$ cat src/rtl/mpc_vec_addsub_sat.sv
// Vector add/sub with signed saturation over two read ports and one write port.
// Ports: ap_* block handshake, mode/len config, a/b read ports, y write port, sat_cnt.
module mpc_vec_addsub_sat #(
  parameter int DW = 32,
  parameter int AW = 5
) (
  input  logic          ap_clk,
  input  logic          ap_rst,
  input  logic          ap_start,
  output logic          ap_done,
  output logic          ap_idle,
  output logic          ap_ready,
  input  logic [1:0]    mode,
  input  logic [AW:0]   len,
  output logic [AW-1:0] a_address0,
  output logic          a_ce0,
  input  logic [DW-1:0] a_q0,
  output logic [AW-1:0] b_address0,
  output logic          b_ce0,
  input  logic [DW-1:0] b_q0,
  output logic [AW-1:0] y_address0,
  output logic          y_ce0,
  output logic          y_we0,
  output logic [DW-1:0] y_d0,
  output logic [AW:0]   sat_cnt
);

  if (DW < 2 || AW < 1) begin : g_bad_cfg
    $error("mpc_vec_addsub_sat: need DW>=2 and AW>=1");
  end

  typedef enum logic [1:0] {
    S_IDLE,
    S_RUN,
    S_DRAIN,
    S_DONE
  } state_t;

  localparam logic [AW:0]   LEN_MAX = {1'b1, {AW{1'b0}}};
  localparam logic [AW-1:0] ONE_A   = AW'(1);
  localparam logic [AW:0]   ONE_S   = (AW + 1)'(1);
  localparam logic [DW-1:0] Y_MAX   = {1'b0, {(DW-1){1'b1}}};
  localparam logic [DW-1:0] Y_MIN   = {1'b1, {(DW-1){1'b0}}};

  state_t state;
  state_t state_nxt;

  logic [1:0]    mode_q;
  logic [AW-1:0] last_q;
  logic          zero_q;
  logic [AW-1:0] idx;
  logic          wr_vld;
  logic [AW-1:0] wr_addr;

  logic [AW:0]   len_c;
  logic          len_zero;
  logic          start_ok;
  logic          rd_en;
  logic          rd_last;

  logic signed [DW:0] a_x;
  logic signed [DW:0] b_x;
  logic signed [DW:0] sum;
  logic               ovf;
  logic [DW-1:0]      res;

  // Oversized lengths collapse to a full memory sweep.
  assign len_c    = (len > LEN_MAX) ? LEN_MAX : len;
  assign len_zero = (len == '0);
  assign start_ok = (state == S_IDLE) && ap_start;
  assign rd_en    = (state == S_RUN);
  assign rd_last  = rd_en && (idx == last_q);

  always_ff @(posedge ap_clk or posedge ap_rst) begin
    if (ap_rst) begin
      state <= S_IDLE;
    end else begin
      state <= state_nxt;
    end
  end

  always_comb begin
    state_nxt = state;
    unique case (state)
      S_IDLE: begin
        if (ap_start) begin
          state_nxt = len_zero ? S_DONE : S_RUN;
        end
      end
      S_RUN: begin
        if (idx == last_q) begin
          state_nxt = S_DRAIN;
        end
      end
      S_DRAIN: state_nxt = S_DONE;
      S_DONE:  state_nxt = S_IDLE;
      default: state_nxt = S_IDLE;
    endcase
  end

  always_comb begin
    ap_idle    = (state == S_IDLE);
    ap_done    = (state == S_DONE);
    // An empty run has no last read, so ready rides on done.
    ap_ready   = rd_last || ((state == S_DONE) && zero_q);
    a_ce0      = rd_en;
    b_ce0      = rd_en;
    a_address0 = rd_en ? idx : '0;
    b_address0 = rd_en ? idx : '0;
    y_ce0      = wr_vld;
    y_we0      = wr_vld;
    y_address0 = wr_vld ? wr_addr : '0;
    y_d0       = wr_vld ? res : '0;
  end

  assign a_x = {a_q0[DW-1], a_q0};
  assign b_x = {b_q0[DW-1], b_q0};

  always_comb begin
    sum = '0;
    unique case (mode_q)
      2'b00:   sum = a_x + b_x;
      2'b01:   sum = a_x - b_x;
      2'b10:   sum = b_x - a_x;
      2'b11:   sum = a_x + b_x;
      default: sum = a_x + b_x;
    endcase
  end

  // Top two bits of the widened result disagree only on overflow.
  assign ovf = (mode_q != 2'b11) && (sum[DW] != sum[DW-1]);

  always_comb begin
    res = sum[DW-1:0];
    if (ovf) begin
      res = sum[DW] ? Y_MIN : Y_MAX;
    end
  end

  always_ff @(posedge ap_clk or posedge ap_rst) begin
    if (ap_rst) begin
      mode_q  <= '0;
      last_q  <= '0;
      zero_q  <= 1'b0;
      idx     <= '0;
      wr_vld  <= 1'b0;
      wr_addr <= '0;
      sat_cnt <= '0;
    end else begin
      wr_vld  <= rd_en;
      wr_addr <= idx;
      if (start_ok) begin
        mode_q  <= mode;
        last_q  <= len_c[AW-1:0] - ONE_A;
        zero_q  <= len_zero;
        idx     <= '0;
        sat_cnt <= '0;
      end else begin
        // Index parks on the last address instead of wrapping.
        if (rd_en && !rd_last) begin
          idx <= idx + ONE_A;
        end
        if (wr_vld && ovf) begin
          sat_cnt <= sat_cnt + ONE_S;
        end
      end
    end
  end

endmodule

$ cat config.mk
export PLATFORM = sky130hd
export DESIGN_NAME = mpc_vec_addsub_sat
export DESIGN_NICKNAME = d
export VERILOG_FILES = /design/src/rtl/mpc_vec_addsub_sat.sv
export SDC_FILE = /design/constraint.sdc
export NUM_CORES = 1
export LEC_CHECK = 0
export CAP_MARGIN = 20
export CORE_MARGIN = 8
export CORE_UTILIZATION = 53
export DETAILED_ROUTE_END_ITERATION = 10
export MAX_ROUTING_LAYER = met4
export PLACE_DENSITY = 0.83
export REMOVE_ABC_BUFFERS = 1
export SETUP_SLACK_MARGIN = 0.2
export SLEW_MARGIN = 20
export SYNTH_ARGS = -nofsm -noshare
export SYNTH_HDL_FRONTEND = slang
export SYNTH_SLANG_ARGS = --single-unit
export TNS_END_PERCENT = 100
$ cat constraint.sdc
create_clock -name ap_clk -period 7.7 [get_ports ap_clk]
set_input_delay 1.155 -clock ap_clk [delete_from_list [all_inputs] [get_ports ap_clk]]
set_output_delay 1.155 -clock ap_clk [all_outputs]
set_load 0.02 [all_outputs]
---- After elaboration in Yosys (flattened, before gate mapping) ----
Cells that the tools add are included.
operators by class
  add/sub/neg operators ................... 6
  magnitude comparators ................... 1
  equality and inequality tests ........... 11
  mux-type cells .......................... 15
  reduce and logical (&&, ||, !) cells .... 15
operators with widths
  operator                                                                  number
  33-bit one-hot mux with 3 select lines                                    1
  32-bit two-way mux                                                        3
  32-bit by 32-bit subtractor with 33-bit output                            2
  32-bit by 32-bit adder with 33-bit output                                 1
  5-bit two-way mux                                                         5
  6-bit two-way mux                                                         2
  2-bit == test (second input constant)                                     4
  2-bit one-hot mux with 4 select lines                                     1
  6-bit by 1-bit adder with 6-bit output (second input constant)            1
  6-bit greater-than comparator (second input constant)                     1
  1-bit logical AND                                                         6
  6-bit logical NOT                                                         1
  2-bit two-way mux                                                         3
  5-bit by 1-bit adder with 5-bit output (second input constant)            1
  5-bit == test                                                             1
  5-bit by 1-bit subtractor with 5-bit output (second input constant)       1
  2-bit by 1-bit == test with 1-bit output (second input constant)          2
  2-bit logical NOT                                                         2
  2-bit inequality test (second input constant)                             2
  2-bit nonzero test                                                        2
  2-bit by 1-bit inequality test with 1-bit output (second input constant)  1
  2-bit AND reduction                                                       1
  2-bit OR reduction                                                        1
  1-bit logical NOT                                                         1
  other kinds (2)                                                           2
storage, ports and cells
  bits in registers ....................... 27
  input port bits ......................... 75
  logic and storage cells ................. 56

---- Longest topological paths before layout ----
  word-level depth ........................ 8
  depth in mapped cells ................... 19
  mapped depth without buffers ............ 18

---- Worst setup path after synthesis ----
OpenSTA, ideal clock, no wires.
  path kind ............................... input to output
  start point ............................. input port b_q0[15]
  end point ............................... output port y_d0[17]
  data arrival time ....................... 5607 ps
  data required time ...................... 6545 ps
  path slack .............................. 938 ps
  cell stages on the path ................. 18
  path buffers ............................ 2
  path through ............................ or4_1 -> or2_2 -> nor3_1 -> nand2b_1 -> nor3b_1 -> a21oi_1 -> xor2_1 -> ha_1 -> a21oi_1 -> o21ai_0 -> nor4b_1 -> or4b_4 -> or4_1 -> or3b_1 -> o211ai_2 -> buf_6 -> buf_2 -> a31oi_1
on the way
  longest elaborated chain between the ends .. 6
  elaborated cells on any way between the ends .. 9
  classes of those cells .................. 3 x add/sub; 1 x eq/ne; 4 x mux; 1 x reduce/logical
ends and longest elaborated chain
  what                                                               line  source
  start, declared                                                    20    input logic [DW-1:0] b_q0,
  32-bit by 32-bit adder with 33-bit output (tied with other cells)  n/a
  33-bit one-hot mux with 3 select lines *                           121   unique case (mode_q)
  1-bit inequality test                                              131   assign ovf = (mode_q != 2'b11) && (sum[DW] != sum[DW-1]);
  1-bit logical AND                                                  131
  32-bit two-way mux *                                               135   if (ovf) begin
  32-bit two-way mux *                                               113   y_d0 = wr_vld ? res : '0;
  end, declared                                                      24    output logic [DW-1:0] y_d0,
Mark *: on every way between the ends. The rest lies on a longest branch, timed or not.

---- Worst setup path in the final report ----
  start point ............................. input port b_q0[0]
  end point ............................... output port y_d0[4]
The elaborated chain is that of the path after synthesis.

==> impl_metrics.json <==
{
  "post_synth_fa_ha_maj_area_fraction": 0.156,
  "slowest_delay_ns": 0.52,
  "max-slew-margin-rel": 0.469,
  "data_arrival_time_of_the_critical_path_ns": 6.20,
  "synthDominantAreaCellType": "sky130_fd_sc_hd__ha_1",
  "ys_top_cells_by_area": "sky130_fd_sc_hd__ha_1 15%, sky130_fd_sc_hd__dfrtp_1 11%, sky130_fd_sc_hd__a21oi_1 9.8%",
  "holdWs_ns": 0.491,
  "clock_sinks": 27,
  "synth.most_common_cell": "sky130_fd_sc_hd__a21oi_1",
  "synthMuxAreaShare": 0.0162,
  "floorplan.die_area_um2": 15500,
  "routed-via-count": 7109,
  "number_of_global_route_vias_before_repair": 6646,
  "clock_transition_at_the_register_clock_pins_on_the_worst_setup_and_hold_paths_after_cts_ns": 0.07,
  "drc": 0,
  "max_cap_violations": 0,
  "die_w_um": 125,
  "critical_path.startpoint_type": "primary input",
  "fin_max_slew_vios": 0,
  "netlist_top_cells_count": "122 x sky130_fd_sc_hd__a21oi_1, 88 x sky130_fd_sc_hd__nand2_1, 75 x sky130_fd_sc_hd__ha_1",
  "synth_enable_flop_cells": 0,
  "flow.area_growth_from_synthesis_pct": 26.6,
  "cts_buffers": 3,
  "cp_cell_sequence": "clkdlybuf4s50_1, inv_1, ha_2, or4b_4, nor3_2, buf_4, nor3b_2, buf_4, a21oi_1, xor2_1, ha_1, nand4_1, nor3_1, and2_4, a22oi_2, or4b_4, or4_1, or3b_1, o211ai_4, buf_4, buf_12, a21oi_1, clkdlybuf4s15_1",
  "io_pins": 135,
  "yosysWarnings": 0,
  "clock_power_share": 0.030,
  "layout_min_cycle_time_ns": 7.36,
  "seq_area_frac_synth": 0.108,
  "timing_hold_violations_final": 0,
  "floorplan.initialDensity": 0.545,
  "ctsHtreeMaxLevel": 1,
  "layoutNonFillerInstCount": 1173,
  "timing.critical_path.to_type": "primary output",
  "total_switching_power_w": 0.00227,
  "diodes": 0,
  "worstSetupPathType": "primary input to primary output",
  "count_of_routing_violations_after_the_opening_detailed_route_iteration": 757,
  "maximum_number_of_pins_on_one_net_before_global_route_repair": 53,
  "cp.required_ns": 6.55,
  "preCtsSetupSlack_ns": -0.124,
  "power.combinational.fraction": 0.911,
  "gp_congestion": 1.03,
  "grt_pass1_wl_um": 32500,
  "post-dp-hpwl_um": 16200,
  "critical_path_buf_inv_count": 7,
  "synth_top_area_frac": 0.150,
  "drive_gt1_frac": 0.0971,
  "fp.dieH_um": 125,
  "post_synth_top_flop": "sky130_fd_sc_hd__dfrtp_1",
  "syn_area_per_cell_um2": 6.97,
  "unrepaired_setup_endpoints_after_global_routing": "false",
  "ctsLongestPathBuffers": 2,
  "grt_use_total": 0.247,
  "drt_first_pass_iters": 5,
  "yosysUniqueCellTypes": 70,
  "p_seq_frac": 0.060,
  "setup_viol": 0,
  "number_of_antenna_violations_at_the_first_check_in_global_routing": 0,
  "synth_compound_area_frac": 0.291,
  "cts-hold-fix-buffers": 0,
  "place.detailed.instances": 1164,
  "yosys.area_share.simple": 0.237,
  "skew_ns": 0.00666,
  "worstSkewPairLatency_ns": 0.26,
  "power_leakage_nw": 3.62,
  "post-route-period-util": 0.955,
  "power.switching_fraction": 0.560,
  "core-area_um2": 11500,
  "critPathMostFrequentCell": "sky130_fd_sc_hd__buf_4",
  "p_int_w": 0.00178,
  "pwr_density_cell_nw_per_um2": 513,
  "ctsRootBufferMaster": "sky130_fd_sc_hd__clkbuf_16",
  "cts_tree": "yes",
  "post_drt_wl_per_cell_um": 17.0,
  "synth_async_sr_flop_share": 1.00,
  "irDropWorstVdd_uv": 428,
  "placementRows": 39,
  "holdCritPathClass": "flop to flop",
  "detail_route.vias_per_cell": 6.06,
  "drt_wl_total_um": 20000,
  "io_buffers": 134,
  "fmax_mhz": 136,
  "placedInstanceArea_um2": 7860,
  "max_slew.worst_pin.slew_ns": 0.797,
  "synth_xor_area_frac": 0.120,
  "synth-seq-cells": 27,
  "finalNetCount": 1183,
  "timing.critical_path.fanout_max": 11,
  "cp_slowest_cell": "sky130_fd_sc_hd__or4b_4",
  "globalRouteOverflowTotal": 0,
  "post_layout_utilization_of_the_core": 0.690,
  "run_status": "complete, no violations",
  "postSynthCellCount": 897,
  "synth_area_um2": 6250,
  "dominant_combinational_cell_family_by_area_after_synthesis": "compound AO/OA/AOI/OAI gates",
  "final.fill_count": 992,
  "route.antenna.remaining_nets": 0,
  "final.setup.worst_slack_ns": 0.344,
  "layout.cell_area.non_filler_um2": 7910,
  "timing.critical_path.max_delay_family": "simple AND/OR/NAND/NOR gates"
}
[sequential cells by signal, indices dropped and copies added, names as in the netlist]
signal,flops
state,2
last_q,5
sat_cnt,6
y_ce0,1
wr_addr,5
zero_q,1
idx,5
mode_q,2
[final timing paths]
path,start,end,slack [ns],cells past startpoint
hold reg to reg,idx[1],wr_addr[1],0.49,0
max in group asynchronous,ap_rst,mode_q[0],6.11,3
setup reg to reg,mode_q[1],sat_cnt[5],2.60,17
hold / removal,idx[1],wr_addr[1],0.49,0
min in group asynchronous,ap_rst,wr_addr[4],1.16,2
setup / recovery,b_q0[0],y_d0[4],0.34,23
[layer usage]
metal  wire (um)  share of wire  track usage
met1        8830           0.44        0.318
met3        1370          0.069       0.0243
met5           0              0            -
met4         293          0.015       0.0425
met2        9470           0.47        0.414
[cells in the final DEF, fill, tap and decap left out, types with 7 or more instances in the layout]
cell,synthesis,layout
sky130_fd_sc_hd__a21oi_1,122,121
sky130_fd_sc_hd__clkdlybuf4s50_1,0,102
sky130_fd_sc_hd__nand2_1,88,88
sky130_fd_sc_hd__ha_1,75,74
sky130_fd_sc_hd__inv_1,64,63
sky130_fd_sc_hd__nor2_1,62,62
sky130_fd_sc_hd__o21ai_0,62,61
sky130_fd_sc_hd__xor2_1,49,49
sky130_fd_sc_hd__xnor2_1,37,37
sky130_fd_sc_hd__buf_4,7,32
sky130_fd_sc_hd__clkbuf_2,0,30
sky130_fd_sc_hd__dfrtp_1,27,27
sky130_fd_sc_hd__nand3_1,25,25
sky130_fd_sc_hd__a21o_1,21,21
sky130_fd_sc_hd__a31oi_1,20,20
sky130_fd_sc_hd__and2_1,18,18
sky130_fd_sc_hd__nor3_1,18,16
sky130_fd_sc_hd__nand2b_1,12,12
sky130_fd_sc_hd__o21a_1,11,11
sky130_fd_sc_hd__nand4_1,11,11
sky130_fd_sc_hd__or3_1,11,11
sky130_fd_sc_hd__o21bai_1,10,10
sky130_fd_sc_hd__mux2i_1,9,9
sky130_fd_sc_hd__or4_1,8,7
[through the flow]
stage / power (W) / setup TNS [ns]
after global routing: 0.00441 / 0
after global placement: 0.00393 / 0
after CTS: 0.00402 / 0
final: 0.00406 / 0
after floorplan: 0.00264 / 0
after detailed placement: 0.00398 / -2.78
[power by group through the flow]
stage	Sequential (W)	Combinational [W]	Clock [W]
3_5_place_dp	0.000244	0.00374	0
4_1_cts	0.000242	0.00365	0.000122
3_3_place_gp	0.000241	0.00369	0
6_report	0.000242	0.00369	0.000120
5_1_grt	0.000251	0.00403	0.000129
2_1_floorplan	0.000244	0.00240	0
[area by class of cell]
type	count	area [um2]	share of cell area
clock buffer	4	78.8	0.00996
inverter	64	240	0.0304
multi-input combinational	764	5220	0.660
sequential	27	676	0.0854
tap	143	179	0.0226
timing repair buffer	171	1520	0.192
[kinds of logic after synthesis]
group	Yosys count
AOI/OAI and AO/OA	301
adders and majority gates	77
buffers and inverters	106
muxes	10
and+or+nand+nor	290
DFF	27
xor gates and xnor gates	86
[what timing repair did]
item                                    in CTS  in global routing
gates resized for setup                     35                 81
setup buffers                                2                  2
endpoints found under the setup margin      32                 32
pin swaps                                    1                  3
Note: power is estimated with default switching activity, not from simulation.
